### src/rtl/goe_mport.sv
// goe_mport -- multi-port packet replicator.
//
// A packet arrives one 134-bit word per cycle. The head word (tag 01) carries a
// destination bitmap in [111:104]. The head is only sent to ports that are
// requested and not full. That set of ports is the mask, and it is latched at
// the head. Every word of the packet, including the head, is then copied to the
// masked ports one cycle later.
//
// Ports:
//   clk, rst          single rising-edge clock, synchronous active-high reset
//   in_goe_data       packet word, tag in [133:132] (01 head, 11 body, 10 tail)
//   in_goe_data_wr    word valid
//   in_goe_valid      packet-good flag, qualified by in_goe_valid_wr
//   in_goe_valid_wr   end-of-packet status strobe (with the tail word)
//   pktout_usedw      per-port egress FIFO fill level, 8 bits per port
//   pktout_data       registered word, same value on every port
//   pktout_data_wr    per-port word strobe
//   pktout_valid      per-port packet-good flag
//   pktout_valid_wr   per-port end-of-packet strobe
//   pkt_out_cnt       per-port count of good packets forwarded
//   discard_cnt       per-port count of copies refused because the port was full
//   err_cnt           count of truncated packets (head arriving mid-packet)
//   dbg_state_o       current FSM state (0 idle, 1 fwd, 2 drop)
//
// Handshake: there is no back-pressure. A word is consumed in every cycle in
// which in_goe_data_wr=1. An output word is present in every cycle in which
// its port's pktout_data_wr=1. Both sides use valid-only strobes.
module goe_mport #(
  parameter int          PORT_NUM = 4,
  parameter logic [7:0]  USEDW_TH = 8'd160
) (
  input  logic                     clk,
  input  logic                     rst,
  input  logic [133:0]             in_goe_data,
  input  logic                     in_goe_data_wr,
  input  logic                     in_goe_valid,
  input  logic                     in_goe_valid_wr,
  input  logic [PORT_NUM*8-1:0]    pktout_usedw,
  output logic [PORT_NUM*134-1:0]  pktout_data,
  output logic [PORT_NUM-1:0]      pktout_data_wr,
  output logic [PORT_NUM-1:0]      pktout_valid,
  output logic [PORT_NUM-1:0]      pktout_valid_wr,
  output logic [PORT_NUM*32-1:0]   pkt_out_cnt,
  output logic [PORT_NUM*32-1:0]   discard_cnt,
  output logic [31:0]              err_cnt,
  output logic [1:0]               dbg_state_o
);

  typedef enum logic [1:0] {
    S_IDLE = 2'd0,
    S_FWD  = 2'd1,
    S_DROP = 2'd2
  } state_e;

  state_e              state_q, state_d;
  logic [PORT_NUM-1:0] mask_q, mask_d;

  logic [133:0]        data_q;
  logic [PORT_NUM-1:0] data_wr_q, valid_q, valid_wr_q;
  logic [31:0]         err_cnt_q;

  // Combinational strobes. Their registered copies become the outputs.
  logic [PORT_NUM-1:0] data_wr_d, valid_wr_d, valid_d, disc_inc;
  logic                err_inc;

  logic                is_head, is_tail;
  logic [PORT_NUM-1:0] req, full, new_mask;

  assign is_head = in_goe_data_wr && (in_goe_data[133:132] == 2'b01);
  assign is_tail = in_goe_data_wr && (in_goe_data[133:132] == 2'b10);
  // Bitmap bits at or above PORT_NUM name ports that do not exist. They are ignored.
  assign req     = in_goe_data[104 +: PORT_NUM];

  always_comb begin
    full = '0;
    for (int p = 0; p < PORT_NUM; p++) begin
      full[p] = (pktout_usedw[p*8 +: 8] >= USEDW_TH);
    end
  end

  assign new_mask = req & ~full;

  // State register.
  always_ff @(posedge clk) begin
    if (rst) begin
      state_q <= S_IDLE;
      mask_q  <= '0;
    end else begin
      state_q <= state_d;
      mask_q  <= mask_d;
    end
  end

  // Next-state logic. The mask is loaded only at an accepted head, so any
  // change in fill level during the packet has no effect on it.
  always_comb begin
    state_d = state_q;
    mask_d  = mask_q;
    case (state_q)
      S_IDLE: begin
        if (is_head) begin
          mask_d  = new_mask;
          state_d = (|new_mask) ? S_FWD : S_DROP;
        end
      end
      S_FWD: begin
        // A head arriving here means the previous packet lost its tail.
        if (is_head)      state_d = S_DROP;
        else if (is_tail) state_d = S_IDLE;
      end
      S_DROP: begin
        if (is_tail) state_d = S_IDLE;
      end
      default: state_d = S_IDLE;
    endcase
  end

  // Output logic.
  always_comb begin
    data_wr_d  = '0;
    valid_wr_d = '0;
    valid_d    = '0;
    disc_inc   = '0;
    err_inc    = 1'b0;
    case (state_q)
      S_IDLE: begin
        if (is_head) begin
          disc_inc  = req & full;
          data_wr_d = new_mask;
        end
      end
      S_FWD: begin
        if (is_head) begin
          // Close the truncated packet on its ports with a bad status.
          // The new head itself is not forwarded.
          valid_wr_d = mask_q;
          err_inc    = 1'b1;
        end else begin
          if (in_goe_data_wr)  data_wr_d = mask_q;
          if (in_goe_valid_wr) begin
            valid_wr_d = mask_q;
            valid_d    = mask_q & {PORT_NUM{in_goe_valid}};
          end
        end
      end
      S_DROP: begin
        if (is_head) err_inc = 1'b1;
      end
      default: ;
    endcase
  end

  always_ff @(posedge clk) begin
    if (rst) begin
      data_q     <= '0;
      data_wr_q  <= '0;
      valid_q    <= '0;
      valid_wr_q <= '0;
      err_cnt_q  <= '0;
    end else begin
      if (|data_wr_d) data_q <= in_goe_data;
      data_wr_q  <= data_wr_d;
      valid_q    <= valid_d;
      valid_wr_q <= valid_wr_d;
      if (err_inc) err_cnt_q <= err_cnt_q + 32'd1;
    end
  end

  for (genvar p = 0; p < PORT_NUM; p++) begin : gen_port
    logic [31:0] pkt_cnt_q;
    logic [31:0] disc_cnt_q;

    // Both counters wrap silently at 2^32.
    always_ff @(posedge clk) begin
      if (rst) begin
        pkt_cnt_q  <= '0;
        disc_cnt_q <= '0;
      end else begin
        if (valid_wr_d[p] && valid_d[p]) pkt_cnt_q <= pkt_cnt_q + 32'd1;
        if (disc_inc[p])                 disc_cnt_q <= disc_cnt_q + 32'd1;
      end
    end

    assign pkt_out_cnt[p*32 +: 32] = pkt_cnt_q;
    assign discard_cnt[p*32 +: 32] = disc_cnt_q;
  end

  assign pktout_data     = {PORT_NUM{data_q}};
  assign pktout_data_wr  = data_wr_q;
  assign pktout_valid    = valid_q;
  assign pktout_valid_wr = valid_wr_q;
  assign err_cnt         = err_cnt_q;
  assign dbg_state_o     = state_q;

endmodule

### config.mk
export PLATFORM = sky130hd
export DESIGN_NAME = goe_mport
export DESIGN_NICKNAME = d
export VERILOG_FILES = /design/src/rtl/goe_mport.sv
export SDC_FILE = /design/constraint.sdc
export NUM_CORES = 1
export LEC_CHECK = 0
export CAP_MARGIN = 25
export CORE_AREA = 2 2 393 395
export CTS_CLUSTER_SIZE = 12
export DETAILED_ROUTE_END_ITERATION = 10
export DIE_AREA = 0 0 395 397
export HOLD_SLACK_MARGIN = 0.08
export PLACE_DENSITY = 0.38
export SKIP_LAST_GASP = 1
export SLEW_MARGIN = 20
export SYNTH_ARGS = -nofsm -noshare
export SYNTH_HDL_FRONTEND = slang
export SYNTH_SLANG_ARGS = --single-unit
### constraint.sdc
create_clock -name clk -period 4.2 [get_ports clk]
set_input_delay 0.42 -clock clk [delete_from_list [all_inputs] [get_ports clk]]
set_output_delay 0.42 -clock clk [all_outputs]
set_load 0.1 [all_outputs]
After elaboration in Yosys (flattened, before gate mapping)

Cells that the tools add are included.

Output and inout bits: 838
Bits of input ports: 171
Flip-flop bits (word level): 440
Word-level logic and storage cells: 67

Muxes and demuxes: 19
$lt $le $gt $ge: 4
Bitwise logic cells: 4
Equality and inequality tests: 5
Add/subtract/negate cells: 9
Reductions and logical operators: 11

Operator list:

| cell                                          | number |
|---|---|
| adder 32 x 1 -> 32 bit, second input constant | 9 |
| 2-to-1 mux 4 bit                              | 11 |
| >= comparator 8 bit, second input constant    | 4 |
| bitwise AND 4 bit                             | 3 |
| 2-to-1 mux 2 bit                              | 4 |
| one-hot mux 4 bit (2 select lines)            | 1 |
| OR reduction 4 bit                            | 2 |
| logical AND 1 bit                             | 6 |
| one-hot mux 2 bit (3 select lines)            | 1 |
| == test 2 x 1 -> 1 bit, second input constant | 2 |
| == test 2 bit, second input constant          | 2 |
| NOT 4 bit                                     | 1 |
| zero test 2 bit                               | 1 |
| 2-to-1 mux 1 bit                              | 2 |
| != test 2 bit, second input constant          | 1 |
| AND reduction 2 bit                           | 1 |
| OR reduction 2 bit                            | 1 |

Longest topological paths before layout

Gate-level depths: netlist of the first run.

Depth in word-level cells: 7
Depth in mapped cells: 11
Depth with buffers taken out: 7

Worst setup path before layout of the first run

Ideal clock, no wire load.

Kind: register -> register
From: register state_q[0], in the netlist dbg_state_o[0]
To: register data_q[100]
Required time: 4.128 ns
Data arrival time: 3.097 ns
Cell stages (with the launch flop): 12
Clock period less this slack: 3.169 ns
Slack: 1.031 ns
Library setup time: 0.072 ns
Path buffers: 4
Path through: dfxtp_1 > inv_1 > ha_1 > and4b_1 > clkbuf_4 > buf_2 > nand3_1 > nand4_1 > nor2_1 > buf_2 > buf_2 > mux2i_1

Longest elaborated chain between the ends: 3
Elaborated cells on any way between the ends: 4
Those cells by class: eq/ne: 1; mux: 1; reduce/logical: 2

RTL lines:

| item                                                      | RTL line | RTL |
|---|---|---|
| start: declaration                                        | 55       | `state_e state_q, state_d;` |
| start signal: assignment                                  | 89       | `state_q <= state_d;` |
| == test 2 x 1 -> 1 bit or zero test 2 bit (tied branches) | 125      | `case (state_q)` |
| one-hot mux 4 bit (2 select lines) *                      | 125      |  |
| OR reduction 4 bit *                                      | 161      | `if (\|data_wr_d) data_q <= in_goe_data;` |
| end signal: assignment                                    | 161      |  |
| end: declaration                                          | 58       | `logic [133:0] data_q;` |

Every way passes the cells marked *; elsewhere a longest branch is shown, timed or not.
A chain may end at the register's enable or synchronous reset.

Worst setup path after layout of the first run

From: register data_q[29]
To: output pktout_data[29]

RTL lines:

| item             | RTL line | RTL |
|---|---|---|
| end: declaration | 39       | `output logic [PORT_NUM*134-1:0] pktout_data,` |

No word-level cell between the ends.

==> metrics.txt, run 1 <==
Antenna Violating Nets Remaining 0; area delta synth->final 50.7%; leak pwr 0.0121 µW; asr flop ratio synth 0; postcts setup bufs 0; P per Cell Area 382 nW/µm²; Top-Level Pins 1,009; worst skew pair latency 650 ps; DRT iter0 DRCs 835; post-CTS resize count 0; Setup Skew 24.0 ps; status finished, final reports clean; layout cells sized above 1 0.0789; Crit. End Element output port; Hold Buf Count CTS 0; placed cell count 5,251; Slew @ Worst Pin 1130 ps; post-synth top area share 0.380; fin crit share 0.754; Vias 20,300; die height 397 µm; Max Fclk 316 MHz; Worst-path clk slew 60 ps; Synth area leaders dfxtp_1, buf_4, nand2b_1, mux2i_1, xnor2_1; Min-Delay Path Class input port to flip-flop; clock tree buffer depth 3; slowest stage delay, CP 1290 ps; area of the core 153,000 µm²; Die W 395 µm; Tot GR Track Use 0.152; count leader, synth dfxtp_1; Fillers 16,600; relative slew slack 0.241; leading area contributor after synthesis dfxtp_1; post-synthesis cell count 2,697; Max Slew Vio Count 0; pin count of the biggest net entering global routing 158; Synth Net Count 2,881; CP max stage cell clkdlybuf4s50_1; most common library cells after synthesis dfxtp_1, buf_4, nand2b_1; final hold viol count 0; sequential area share after synthesis 0.380; antenna violations before repair 2; Syn Std Cell Area 23,200 µm²; CP Class flip-flop to output port; drt first pass iters 4; hold slack 281 ps; Overall Power 13,400 µW; Synthesis Warnings 0; CP delay by family, top buffers and inverters; post-DP HPWL 99,200 µm; # Max-Cap Violations 0; cts bufs inserted 67; most used flip-flop cell after synthesis dfxtp_1; Vias/cell 3.78; synth unique cells 53; final WL 124,000 µm; Post-synth EDFFs 0; per-cell routed wire length 23.2 µm; final global-route overflow total 0; GPL Wtd Cong 0.813; RSZ-0062 raised after global routing false; worst path bufs/invs 1; root buf cell clkbuf_16; worst IR drop on VDD 0.196 mV; CP required 3780 ps; Sink Count 440; Initial Utilization 0.152; Synth Area per Inst 8.60 µm²; Final nets 3,461; crit path time final 3170 ps; #FFs+latches synth 440; DRC viols 0; non-filler cells, final 5,370; CTS tree done; crit path DAT 2750 ps; Port Buffers 988; vias in the first global route 19,600; num rows 144; Setup crit start kind flip-flop; Die Footprint 157,000 µm²; Sum Neg Setup Slack 0 ps; Final setup viols 0; CP cell instances clkdlybuf4s50_1; first-pass GRT wire length 168,000 µm; CP max FO 5; # H-tree levels 3
==> sequential cells by signal, summed over array words and instances, names as in the netlist <==
register,cells
data_q,134
gen_port.disc_cnt_q,128
gen_port.pkt_cnt_q,128
err_cnt,32
mask_q,4
pktout_data_wr,4
pktout_valid,4
pktout_valid_wr,4
dbg_state_o,2
==> power by group <==
part	leakage [µW]	internal, µW	switching [µW]
Sequential	0.00355	4250	205
Clock	0.00104	3350	2310
Combinational	0.00755	723	2520
Total	0.0121	8330	5030
==> routing by layer <==
layer	wire [µm]	track usage
met1	48400	0.168
met4	2720	0.0363
met2	63000	0.271
met3	10200	0.0601
met5	13	0
==> worst paths after layout <==
kind | startpoint | end | slack (ps) | cells past startpoint
worst max-delay path | data_q[29] | pktout_data[29] | 1030 | 1
worst min-delay path | rst | gen_port[1].pkt_cnt_q[4] | 280 | 2
worst max register to register | dbg_state_o[0] | gen_port[0].disc_cnt_q[30] | 1090 | 9
worst min register to register | gen_port[3].pkt_cnt_q[31] | gen_port[3].pkt_cnt_q[31] | 500 | 2
==> cell type report <==
type	count	area, µm²	area share
Sequential cell	440	8810	0.252
Timing Repair Buffer	1043	10600	0.303
Tap cell	2044	2560	0.0732
Antenna cell	5	12.5	0.000358
Clock buffer	98	1960	0.0560
Multi-Input combinational cell	1674	10700	0.305
Clock inverter	15	181	0.00519
Inverter	51	191	0.00548
==> through the flow <==
stage	setup slack [ps]	utilization	area (µm²)
global placement	780	0.210	32200
finish	1030	0.228	34900
detailed placement	755	0.214	32800
CTS	885	0.228	34900
floorplan	1030	-	23200
global route	889	0.228	34900
==> cell usage in the layout (no fill, tap or decap), types with 19 or more instances in the layout <==
| cell type | instances |
|---|---|
| mux2i_1 | 138 |
| nor3_1 | 52 |
| nand2_1 | 106 |
| dfxtp_1 | 440 |
| xor2_1 | 69 |
| buf_16 | 22 |
| nor4_1 | 86 |
| nand4_1 | 100 |
| nand2b_1 | 272 |
| clkbuf_16 | 69 |
| xnor2_1 | 138 |
| inv_1 | 51 |
| nor2b_1 | 19 |
| and4_1 | 34 |
| and3_1 | 27 |
| or4_1 | 26 |
| nand3_1 | 107 |
| buf_4 | 92 |
| a21oi_1 | 65 |
| or3_1 | 35 |
| o21ai_0 | 41 |
| clkdlybuf4s50_1 | 911 |
| nor2_1 | 258 |
==> cell families after synthesis <==
logic type | after synthesis | share of synthesized area
simple gates | 1167 | 0.275
buf+inv | 583 | 0.161
flops | 440 | 0.380
xor+xnor | 207 | 0.0782
mux | 151 | 0.0659
compound gates | 136 | 0.0332
fa+ha+maj | 13 | 0.00701
No activity file was read; power rests on OpenSTA's default activity.
==> run 2: changes to the inputs <==
--- a/config.mk
+++ b/config.mk
@@ -11,7 +11,7 @@
 export DETAILED_ROUTE_END_ITERATION = 10
 export DIE_AREA = 0 0 395 397
 export HOLD_SLACK_MARGIN = 0.08
-export PLACE_DENSITY = 0.38
+export PLACE_DENSITY = 0.39
 export SKIP_LAST_GASP = 1
 export SLEW_MARGIN = 20
 export SYNTH_ARGS = -nofsm -noshare
==> constraint.sdc (replaced) <==
create_clock -name clk -period 2.6 [get_ports clk]
set_input_delay 0.26 -clock clk [delete_from_list [all_inputs] [get_ports clk]]
set_output_delay 0.26 -clock clk [all_outputs]
set_load 0.1 [all_outputs]
==> run 2 against run 1 <==
Count of clock-buffer cells in the layout is 5 lower. Cell count is 2.1% higher. Worst setup slack worse by 920 ps. Combinational power is 58% higher. First-iteration DRC count is 8.4% higher. Hold slack worse by 120 ps. Routed wire length is 1.4% lower. Via count is 2.7% higher. Core utilization is 0.67 points lower. Die area stayed put. Critical endpoint is now gen_port[1].pkt_cnt_q[26]. Largest cell class unchanged.
==> metrics.txt, run 2 (synthesis results as in run 1) <==
commonest non-fill, non-tap cell in the layout buf_4; final hold viol count 0 (unchanged); placed cell count 5,320 (+1.3%); status finished, final reports clean; Initial Utilization 0.152 (unchanged); Die Footprint 157,000 µm² (unchanged); switching share of power 0.379 (+0.00241); # H-tree levels 2 (-1); DRC viols 0 (unchanged); Die W 395 µm (unchanged); Setup Skew 23.0 ps (-1.06 ps); Overall Power 21,300 µW (+59%); CP max FO 5 (unchanged); Crit. End Element flip-flop; clock tree buffer depth 3 (unchanged); antenna violations before repair 5 (+3); relative slew slack 0.455 (+0.214); Sink Count 440 (unchanged); worst hold path stage count 3 (+1); RSZ-0062 raised after global routing true; worst skew pair latency 680 ps (+30 ps); Sum Neg Setup Slack 0 ps (unchanged); CP max stage cell or4_4; P per Cell Area 628 nW/µm² (+64%); worst path bufs/invs 2 (+1); Min-Delay Path Class input port to flip-flop; Vias 20,800 (+2.7%); Max Slew Vio Count 0 (unchanged); Tot GR Track Use 0.148 (-0.00391); placed cell area 31,200 µm² (-4.7%); Flop pwr share 0.340 (+0.006); Port Buffers 988 (unchanged); Vias/cell 3.80 (+0.55%); Worst-path clk slew 60 ps (about the same); commonest non-fill, non-tap cells in the layout buf_4, dfxtp_1, nand2b_1, nor2_1, clkdlybuf4s50_1; CP Class flip-flop to flip-flop; depth of the worst register-to-register path 8 (-1); Final nets 3,574 (+3.3%); die height 397 µm (unchanged); fin crit share 0.956; post-DP HPWL 99,200 µm (about the same); num rows 144 (unchanged); Slew @ Worst Pin 823 ps (-312 ps); slowest stage delay, CP 570 ps (-720 ps); CP cell instances inv_4, ha_4, and3_4, nand4_1, buf_6, or4_4, or4b_1, a21oi_1; CP required 3200 ps (-580 ps); GPL Wtd Cong 0.846 (+4.1%); CP delay by family, top simple AND/OR/NAND/NOR gates; Top-Level Pins 1,009 (unchanged); final WL 123,000 µm (-1.4%); area delta synth->final 46.2%; final global-route overflow total 0 (unchanged); layout cells sized above 1 0.343 (+0.264); Setup crit start kind flip-flop; Switch Pwr 8070 µW (+60%); area of the core 153,000 µm² (unchanged); per-cell routed wire length 22.4 µm (-3.4%); first-pass GRT wire length 166,000 µm (-1.2%); Final setup viols 0 (unchanged); non-filler cells, final 5,484 (+2.1%); crit path DAT 3080 ps (+330 ps); pin count of the biggest net entering global routing 76 (-52%); part of the power in combinational logic 0.241 (-0.002); DRT iter0 DRCs 905 (+8.4%); leak pwr 0.0142 µW (+17%); vias in the first global route 19,700 (+0.73%); root buf cell clkbuf_16; cell area after layout 33,900 µm² (-2.9%); Reg with most FFs data_q; Fillers 16,900 (+1.6%); # Max-Cap Violations 0 (unchanged); diode count 0 (-5); Antenna Violating Nets Remaining 0 (unchanged); drt first pass iters 6 (+2); Max Fclk 402 MHz; Largest regs data_q: 134 flops, gen_port.disc_cnt_q: 128 flops, gen_port.pkt_cnt_q: 128 flops; worst IR drop on VDD 0.532 mV (+170%); WP depth 8 (+7); CTS tree done; Internal 13,200 µW (+59%); crit path time final 2490 ps; cts bufs inserted 61 (-9.0%); Largest register FFs 134 (unchanged); Clk network pwr share 0.419 (-0.005)
-- run 2: final cells by class --
type | count | area [µm²] | area share
Timing Repair Buffer | 1162 | 9410 | 0.277
Clock buffer | 93 | 1880 | 0.0554
Tap cell | 2044 | 2560 | 0.0754
Multi-Input combinational cell | 1674 | 10700 | 0.315
Inverter | 51 | 194 | 0.00572
Sequential cell | 440 | 8920 | 0.263
Clock inverter | 20 | 260 | 0.00767
-- run 2: final timing paths --
path / endpoint / slack [ps] / startpoint
max: gen_port[1].pkt_cnt_q[26] / 110 / dbg_state_o[1]
min: data_q[94] / 160 / in_goe_data[94]
max reg2reg: gen_port[1].pkt_cnt_q[26] / 110 / dbg_state_o[1]
min reg2reg: gen_port[2].disc_cnt_q[1] / 480 / gen_port[2].disc_cnt_q[1]
-- run 2: repair_timing --
action	CTS	global route
gates cloned	0	0
endpoints found under the setup margin	6	4
hold buffers	50	0
endpoints found under the hold margin	73	0
gates resized for setup	6	7
pin swaps	2	4
buffers inserted	0	1
-- run 2: tightest hold or removal path, cell delays in order --
cell	delay (ps)
clkdlybuf4s50_1	400
nand2b_1	70
mux2i_1	50
-- run 2: through the flow --
stage / hold slack [ps] / setup slack, ps / util
2_1_floorplan: 412 / 2.48 / -
3_3_place_gp: 469 / -319 / 0.204
3_5_place_dp: 469 / -321 / 0.204
4_1_cts: 80.2 / 3.75 / 0.221
5_1_grt: 106 / -36.8 / 0.222
6_report: 160 / 113 / 0.222
-- run 2: metal layers --
metal	global-route usage	share of wire
met3	0.0462	0.070
met2	0.251	0.48
met4	0.0329	0.022
met1	0.183	0.43
met5	0	0.00020
-- run 2: power by group through the flow --
| stage | Combinational, µW | Sequential (µW) | Clock [µW] |
|---|---|---|---|
| after global routing | 5250 | 7260 | 9570 |
| after CTS | 5170 | 7270 | 9310 |
| final | 5130 | 7250 | 8920 |
| after detailed placement | 5100 | 7420 | 0 |
| after floorplan | 3450 | 7980 | 0 |
| after global placement | 5100 | 7410 | 0 |
==> run 3: changes to the inputs <==
==> constraint.sdc (replaced) <==
create_clock -name clk -period 2.6 [get_ports clk]
set_input_delay 0.78 -clock clk [delete_from_list [all_inputs] [get_ports clk]]
set_output_delay 0.78 -clock clk [all_outputs]
set_load 0.1 [all_outputs]
==> run 3 against run 2 <==
Clock power decreased by 0.4%. Sequential power decreased by 2%. Worst setup slack got worse by 32 ps. Clock skew increased by 1.3 ps. Critical path type is now input port to flip-flop. Critical endpoint is now gen_port[1].pkt_cnt_q[29]. Largest power group unchanged. Highest routed layer unchanged.
==> metrics.txt, run 3 (synthesis results as in run 1) <==
Clk network pwr share 0.408 (-0.011); Max Slew Vio Count 0 (unchanged); Worst-path clk slew 60 ps (about the same); CP Launch Point in_goe_data_wr; Switch Pwr 8060 µW (-0.19%); commonest non-fill, non-tap cells in the layout buf_4, dfxtp_1, nand2b_1, nor2_1, buf_12; layout cells sized above 1 0.367 (+0.0232); Crit. End Element flip-flop; fin crit share 0.969 (+0.0122); placed cell count 5,407 (+1.6%); worst hold path stage count 2 (-1); final hold viol count 0 (unchanged); DRT iter0 DRCs 872 (-3.6%); per-cell routed wire length 22.3 µm (-0.32%); antenna violations before repair 7 (+2); placed cell area 34,400 µm² (+10%); worst skew pair latency 670 ps (about the same); commonest non-fill, non-tap cell in the layout buf_4; Flop pwr share 0.328 (-0.012); num rows 144 (unchanged); Largest regs data_q: 134 flops, gen_port.disc_cnt_q: 128 flops, gen_port.pkt_cnt_q: 128 flops; part of the power in combinational logic 0.265 (+0.024); Finished Core Util 0.239 (+0.0175); # H-tree levels 2 (unchanged); pin count of the biggest net entering global routing 88 (+16%); die height 397 µm (unchanged); Slew @ Worst Pin 691 ps (-132 ps); first-pass GRT wire length 167,000 µm (+0.63%); depth of the worst register-to-register path 9 (+1); root buf cell clkbuf_16; cell area after layout 36,600 µm² (+7.9%); Port Buffers 988 (unchanged); Setup crit start kind input port; Sink Count 440 (unchanged); status finished, final reports clean; CP required 3140 ps (-60 ps); final global-route overflow total 0 (unchanged); Place WS -704 ps (-383 ps); Initial Utilization 0.152 (unchanged); Largest register FFs 134 (unchanged); area of the core 153,000 µm² (unchanged); Setup Skew 24.3 ps (+1.31 ps); CP max FO 6 (+1); P per Cell Area 595 nW/µm² (-5.2%); Die Footprint 157,000 µm² (unchanged); clock tree buffer depth 3 (unchanged); post-DP HPWL 101,000 µm (+1.7%); CTS tree done; RSZ-0062 raised after global routing true; CP Class input port to flip-flop; Internal 13,700 µW (+3.8%); GPL Wtd Cong 0.857 (+1.3%); crit path time final 2520 ps (+31.6 ps); DRC viols 0 (unchanged); Vias/cell 3.78 (-0.60%); cts bufs inserted 59 (-3.3%); switching share of power 0.370 (-0.00913); Min-Delay Path Class flip-flop to flip-flop; area delta synth->final 57.7%; non-filler cells, final 5,523 (+0.71%); reg2reg end gen_port[1].pkt_cnt_q[26]; crit path DAT 3060 ps (-20 ps); Final nets 3,610 (+1.0%); leak pwr 0.0150 µW (+5.7%); Top-Level Pins 1,009 (unchanged); CP endpoint gen_port[1].pkt_cnt_q[29]; Tot GR Track Use 0.149 (+0.00128); drt first pass iters 5 (-1); Antenna Violating Nets Remaining 0 (unchanged); Max Fclk 397 MHz (-1.3%); Reg with most FFs data_q; # Max-Cap Violations 0 (unchanged); Die W 395 µm (unchanged); Final setup viols 0 (unchanged); Hold Buf Count CTS 0 (-100%); worst IR drop on VDD 0.504 mV (-5.2%); worst reg2reg startpoint dbg_state_o[1]; vias in the first global route 19,800 (+0.24%); worst reg-to-reg setup slack 110 ps (about the same); Setup WS post-layout 81.8 ps (-31.6 ps); Vias 20,900 (+0.11%); final WL 123,000 µm (+0.39%); relative slew slack 0.539 (+0.0835)
run 3: area by class of cell:
cell class              count  area [µm²]
diodes                      3        7.51
clock buffers              84        1730
clock inverters            27         369
fillers                 16600      116000
inverters                  51         191
multi-input cells        1674       10700
flip-flops and latches    440        8920
well taps                2044        2560
repair buffers           1200       12100
run 3: what timing repair did:
| item | in CTS | in global routing |
|---|---|---|
| setup buffers | 0 | 1 |
| endpoints found under the setup margin | 12 | 12 |
| pin swaps | 0 | 1 |
| resized for setup | 8 | 5 |
| gates cloned | 0 | 1 |
run 3: metal layers:
layer | routed length, µm | vias to the layer above | track usage
met5 | 31 | - | 0
met4 | 2460 | 4 | 0.0307
met3 | 10300 | 86 | 0.0541
met2 | 59600 | 618 | 0.254
met1 | 50700 | 9918 | 0.180
li1 | - | 10200 | -
run 3: power by group through the flow:
stage | logic, µW | registers (µW) | clock network (µW)
after global placement | 5810 | 7290 | 0
after floorplan | 3450 | 7980 | 0
after CTS | 5810 | 7150 | 9280
final | 5760 | 7140 | 8880
after global routing | 5900 | 7150 | 9500
after detailed placement | 5800 | 7300 | 0
run 3: how the worst min path moves through the flow:
stage / startpoint / end / slack [ps]
finish: data_q[59] / data_q[59] / 480
global route: data_q[58] / data_q[58] / 500
CTS: data_q[59] / data_q[59] / 480
detailed placement: data_q[59] / data_q[59] / 470
global placement: data_q[52] / data_q[52] / 460
floorplan: mask_q[3] / mask_q[3] / 490
run 3: worst max-delay path, cell delays in order:
cell             delay [ps]
clkdlybuf4s50_1         470
buf_4                   190
and3b_1                 250
nor3_2                  280
buf_4                   210
nand3_1                 150
or4_1                   440
mux2_2                  280
run 3: metrics by stage:
step	setup TNS, ps	total power, µW	hold slack (ps)
final	0	21800	476
after global routing	-10.1	22600	497
after detailed placement	-120830	13100	466
after CTS	0	22200	477
after global placement	-109980	13100	460
after floorplan	0	11400	486
